==> config.mk <==
export PLATFORM = sky130hd
export DESIGN_NAME = peak_track_arbiter
export DESIGN_NICKNAME = d
export VERILOG_FILES = /design/src/rtl/peak_track_arbiter.sv
export SDC_FILE = /design/constraint.sdc
export NUM_CORES = 1
export LEC_CHECK = 0
export CORE_ASPECT_RATIO = 2
export CORE_MARGIN = 3
export CORE_UTILIZATION = 48
export CTS_BUF_LIST = sky130_fd_sc_hd__clkbuf_8
export DETAILED_ROUTE_END_ITERATION = 10
export PLACE_DENSITY = 0.82
export SLEW_MARGIN = 20
export SYNTH_ARGS = -nofsm -noshare
export SYNTH_HDL_FRONTEND = slang
export SYNTH_SLANG_ARGS = --single-unit
export TNS_END_PERCENT = 100
==> constraint.sdc <==
create_clock -name clk -period 3.3 [get_ports clk]
set_input_delay 0.825 -clock clk [delete_from_list [all_inputs] [get_ports clk]]
set_output_delay 0.825 -clock clk [all_outputs]
set_load 0.03 [all_outputs]
==> src/rtl/peak_track_arbiter.sv <==
// peak_track_arbiter: round-robin arbiter sharing one running-maximum datapath
// between NUM_REQ requesters. Each job is BATCH_LEN serial samples; the peak
// and the owning requester ID are returned on a valid/ready result channel.
// Optional build macro PEAK_TRACK_INDEX_EN adds res_idx, the 0-based beat
// index of the first occurrence of the peak.
module peak_track_arbiter #(
    parameter int unsigned NUM_REQ   = 4,
    parameter int unsigned DATA_W    = 8,
    parameter int unsigned BATCH_LEN = 4,
    parameter int unsigned ID_W      = 2
) (
    input  logic                      clk,
    input  logic                      reset,
    input  logic [NUM_REQ-1:0]        req_valid,
    input  logic [NUM_REQ*DATA_W-1:0] req_data,
    output logic [NUM_REQ-1:0]        req_ready,
    output logic                      res_valid,
    input  logic                      res_ready,
    output logic [DATA_W-1:0]         res_max,
    output logic [ID_W-1:0]           res_id,
    output logic                      busy
`ifdef PEAK_TRACK_INDEX_EN
    ,
    output logic [$clog2(BATCH_LEN)-1:0] res_idx
`endif
);

    localparam int unsigned CNT_W = $clog2(BATCH_LEN + 1);
`ifdef PEAK_TRACK_INDEX_EN
    localparam int unsigned IDX_W = $clog2(BATCH_LEN);
`endif

    typedef enum logic [1:0] {StIdle, StAccum, StResult} state_e;

    state_e            state_q, state_d;
    logic [ID_W-1:0]   grant_q, grant_d;
    logic [ID_W-1:0]   rr_q, rr_d;
    logic [DATA_W-1:0] acc_q, acc_d;
    logic [CNT_W-1:0]  cnt_q, cnt_d;
    logic              res_valid_q, res_valid_d;
    logic [DATA_W-1:0] res_max_q, res_max_d;
    logic [ID_W-1:0]   res_id_q, res_id_d;
`ifdef PEAK_TRACK_INDEX_EN
    logic [IDX_W-1:0]  idx_q, idx_d;
    logic [IDX_W-1:0]  res_idx_q, res_idx_d;
`endif

    logic [ID_W-1:0]   sel_id;
    logic              gnt_valid;
    logic [DATA_W-1:0] gnt_sample;

    // Round-robin pick: first valid lane after rr_q; the lowest offset wins
    // because it is assigned last.
    always_comb begin
        sel_id = '0;
        for (int k = NUM_REQ; k >= 1; k--) begin
            for (int i = 0; i < NUM_REQ; i++) begin
                if (req_valid[i] && ((int'(rr_q) + k) % int'(NUM_REQ)) == i) begin
                    sel_id = ID_W'(i);
                end
            end
        end
    end

    // Mux the granted lane's valid and sample into the shared datapath.
    always_comb begin
        gnt_valid  = 1'b0;
        gnt_sample = '0;
        for (int i = 0; i < NUM_REQ; i++) begin
            if (grant_q == ID_W'(i)) begin
                gnt_valid  = req_valid[i];
                gnt_sample = req_data[i*DATA_W +: DATA_W];
            end
        end
    end

    // Ready and busy are decoded straight from the state register and grant.
    always_comb begin
        req_ready = '0;
        for (int i = 0; i < NUM_REQ; i++) begin
            req_ready[i] = (state_q == StAccum) && (grant_q == ID_W'(i));
        end
        busy = (state_q != StIdle);
    end

    // Next-state logic: arbitrate, accumulate the running max, hold the result.
    always_comb begin
        state_d     = state_q;
        grant_d     = grant_q;
        rr_d        = rr_q;
        acc_d       = acc_q;
        cnt_d       = cnt_q;
        res_valid_d = res_valid_q;
        res_max_d   = res_max_q;
        res_id_d    = res_id_q;
`ifdef PEAK_TRACK_INDEX_EN
        idx_d       = idx_q;
        res_idx_d   = res_idx_q;
`endif
        case (state_q)
            StIdle: begin
                if (|req_valid) begin
                    grant_d = sel_id;
                    acc_d   = '0;
                    cnt_d   = '0;
`ifdef PEAK_TRACK_INDEX_EN
                    idx_d   = '0;
`endif
                    state_d = StAccum;
                end
            end
            StAccum: begin
                if (gnt_valid) begin
                    // Strict compare: ties keep the earlier beat as the peak.
                    if (gnt_sample > acc_q) begin
                        acc_d = gnt_sample;
`ifdef PEAK_TRACK_INDEX_EN
                        idx_d = IDX_W'(cnt_q);
`endif
                    end
                    cnt_d = cnt_q + CNT_W'(1);
                    if (cnt_q == CNT_W'(BATCH_LEN - 1)) begin
                        // Result includes the final beat just compared.
                        res_valid_d = 1'b1;
                        res_max_d   = acc_d;
                        res_id_d    = grant_q;
`ifdef PEAK_TRACK_INDEX_EN
                        res_idx_d   = idx_d;
`endif
                        state_d     = StResult;
                    end
                end
            end
            StResult: begin
                if (res_ready) begin
                    res_valid_d = 1'b0;
                    rr_d        = grant_q;
                    state_d     = StIdle;
                end
            end
            default: begin
                state_d = StIdle;
            end
        endcase
    end

    // State registers; reset aborts any job in flight.
    always_ff @(posedge clk or posedge reset) begin
        if (reset) begin
            state_q     <= StIdle;
            grant_q     <= '0;
            rr_q        <= ID_W'(NUM_REQ - 1);
            acc_q       <= '0;
            cnt_q       <= '0;
            res_valid_q <= 1'b0;
            res_max_q   <= '0;
            res_id_q    <= '0;
`ifdef PEAK_TRACK_INDEX_EN
            idx_q       <= '0;
            res_idx_q   <= '0;
`endif
        end else begin
            state_q     <= state_d;
            grant_q     <= grant_d;
            rr_q        <= rr_d;
            acc_q       <= acc_d;
            cnt_q       <= cnt_d;
            res_valid_q <= res_valid_d;
            res_max_q   <= res_max_d;
            res_id_q    <= res_id_d;
`ifdef PEAK_TRACK_INDEX_EN
            idx_q       <= idx_d;
            res_idx_q   <= res_idx_d;
`endif
        end
    end

    assign res_valid = res_valid_q;
    assign res_max   = res_max_q;
    assign res_id    = res_id_q;
`ifdef PEAK_TRACK_INDEX_EN
    assign res_idx   = res_idx_q;
`endif

endmodule

==> results.json <==
{
  "cp_cell_sequence": "clkdlybuf4s50_1, mux4_2, ha_1, nand4_1, o21bai_1, a41oi_1, buf_4, mux2i_1, a21oi_1",
  "startpoint_type": "input pin",
  "dieArea_um2": 4431,
  "coreArea_um2": 3453,
  "clockRootBuffer": "clkbuf_8",
  "cts_inserted_buffers": 3,
  "port_buffers": 54,
  "cts_tree": "built",
  "globalplace.congestion": 0.8419,
  "final_nets": 260,
  "netlist-cell-type-count": 39,
  "yosysMostFrequentCell": "dfrtp_1",
  "crit_arrival_ns": 3.19,
  "wl_met3_um": 156,
  "wl_met2_um": 2616,
  "setup_viol": 0,
  "ys_top_cells_by_area": "dfrtp_1 (37%), mux4_2 (12%), ha_1 (7.2%)",
  "synth_fp_nets": 203,
  "critical_path.max_stage_delay_ns": 0.51,
  "drive_gt1_share_pct": 15.71,
  "worst_pin_slew_ns": 0.5831,
  "track_usage_pct": 21.49,
  "rsz0062_at_grt": "no",
  "max_slew_margin_pct": 61.12,
  "max-cap-violations": 0,
  "synth_seq_cells": 28,
  "clock.fmax_mhz": 327.2,
  "viasPerCell": 5.628,
  "cts_buffer_depth": 2,
  "synth_warnings": 0,
  "fin_crit_ns": 3.056,
  "yosysSeqAreaShare_pct": 40.37,
  "place.detailed.hpwl_um": 3533,
  "grt_max_degree": 29,
  "cp_max_fo": 4,
  "wl_um": 4370,
  "grt_pass1_vias": 1616,
  "num_io_pins": 55,
  "insertion_delay_ns": 0.27,
  "status": "complete, no violations",
  "cp-end-kind": "register",
  "netlist_area_um2": 1742,
  "r2r_cells": 8,
  "htreeDepth": 1,
  "synth_area_leader_cell": "dfrtp_1",
  "max-vdd-ir-drop_mv": 0.5964,
  "drcViolationCount": 0,
  "wl_met1_um": 1475,
  "post-route-period-util_pct": 92.61,
  "die_w_um": 48.60,
  "cts_sinks": 28,
  "holdWs_ns": 0.5167,
  "wl_per_cell_um": 16.94,
  "ant_nets": 0,
  "clk_pin_slew_ns": 0.10,
  "dp_worst_setup_slack_ns": -0.06201,
  "crit_type": "in2reg",
  "dp_cells": 254,
  "synth_top_area_share_pct": 37.36,
  "die_h_um": 91.19,
  "power.density_nw_per_um2": 1016,
  "grt_pass1_wl_um": 7362,
  "async_flop_share_pct": 100.0,
  "avgSynthCellArea_um2": 11.31,
  "cp.required_ns": 3.44,
  "n_antenna_cell": 0,
  "synthFlopType": "dfrtp_1",
  "holdCritPathClass": "reg2reg",
  "worst_slack_ns": 0.2438,
  "finalMaxSlewViolations": 0,
  "hold_depth": 1,
  "drt_iter0_markers": 46,
  "total_leakage_power_nw": 1.020,
  "first_pass_iters": 4,
  "antenna_found_initial": 0,
  "clock_skew_ns": 0.004684,
  "synthTopCellsByCount": "dfrtp_1 (26), inv_1 (12), nor2_1 (12)",
  "area_growth_pct": 36.71,
  "hold_viol_final": 0,
  "synth_edf_count": 0,
  "top_layer": "met4",
  "syn_inst": 154,
  "vias": 1452,
  "row_count": 30,
  "cpMaxStageDelayCell": "mux4_2",
  "final_cells": 258,
  "cts_setup_buffers": 0,
  "start_util_pct": 50.43,
  "grt-ovfl-total": 0
}
-- critical path: cells and delay by family --
family / cells / cell delay, ns
multiplexers: 2 / 0.75
buffers and inverters: 2 / 0.62
adder cells (fa/ha/maj): 1 / 0.32
AND/OR/NAND/NOR: 1 / 0.11
AO/OA/AOI/OAI: 3 / 0.56
-- cells by family after synthesis --
kind of cell,after synthesis,share of synthesized area [%]
DFF,28,40.37
buffers and inverters,19,5.747
muxes,23,20.47
AOI/OAI and AO/OA,35,14.80
adders and majority gates,10,7.184
and+or+nand+nor,39,11.42
-- placed cells by master, fill, tap and decap left out, types with 2 or more instances in the layout --
cell type | netlist | layout
inv_1 | 12 | 12
ha_1 | 10 | 10
mux4_2 | 9 | 9
nand2b_1 | 2 | 2
o21ai_0 | 3 | 3
a21o_1 | 2 | 2
nor2_1 | 12 | 12
nand2_2 | 2 | 2
nand3_1 | 2 | 2
a21oi_1 | 10 | 10
buf_4 | 1 | 5
a22o_1 | 8 | 8
o22ai_1 | 2 | 2
mux2_2 | 3 | 3
clkdlybuf4s50_1 | 0 | 54
mux2_4 | 2 | 2
and3_1 | 2 | 2
nand2_1 | 9 | 9
nor2b_1 | 4 | 4
dfrtp_1 | 26 | 25
clkbuf_8 | 0 | 4
mux2i_1 | 9 | 9
nand4_1 | 2 | 2
dfstp_2 | 2 | 2
-- state kept, by name, summed over array words and instances, names as in the netlist --
signal	flops
grant_q	2
acc_q	8
res_id	2
state_q	2
res_max	8
cnt_q	3
rr_q	2
res_valid	1
-- final timing paths --
check / start / endpoint / slack [ns]
worst min-delay path: res_valid$_DFFE_PP0P_ / res_valid$_DFFE_PP0P_ / 0.52
max in group asynchronous: reset / rr_q[1]$_DFFE_PP1P_ / 2.09
worst max-delay path: req_data[20] / res_max[5]$_DFFE_PP0P_ / 0.24
worst max register to register: grant_q[0]$_DFFE_PP0P_ / res_max[5]$_DFFE_PP0P_ / 0.48
worst min register to register: res_valid$_DFFE_PP0P_ / res_valid$_DFFE_PP0P_ / 0.52
min in group asynchronous: reset / res_max[0]$_DFFE_PP0P_ / 0.91
-- layer usage --
layer | track usage (%) | up-vias
met5 | 0 | -
met4 | 10.69 | 0
met3 | 1.970 | 12
met2 | 41.94 | 50
met1 | 21.88 | 711
li1 | - | 679
-- area by class of cell --
cell class                 instances  area (um2)
clock buffer                       4       55.05
fill                             276        1072
inverter                          12       45.04
multi-input combinational        107       938.4
sequential                        28       704.4
tap                               48       60.06
timing repair buffer              59       578.1
-- stage by stage --
stage          util, %  setup TNS, ns  cell area, um2  power, mW
2_1_floorplan        -              0            1742      1.736
3_3_place_gp     67.32       -0.01311            2325      2.152
3_5_place_dp     67.32        -0.3770            2325      2.206
4_1_cts          68.91              0            2380      2.424
5_1_grt          68.95              0            2381      2.600
6_report         68.95              0            2381      2.419
-- report_power, final --
group	switching [mW]	internal [mW]
logic	0.802	0.747
clock network	0.107	0.107
registers	0.160	0.496
-- timing repair --
item                       4_1_cts  5_1_grt
setup endpoints to repair        0        9
hold buffers                     0        0
gates resized for setup          0        1
(Power assumes the default switching activity.)
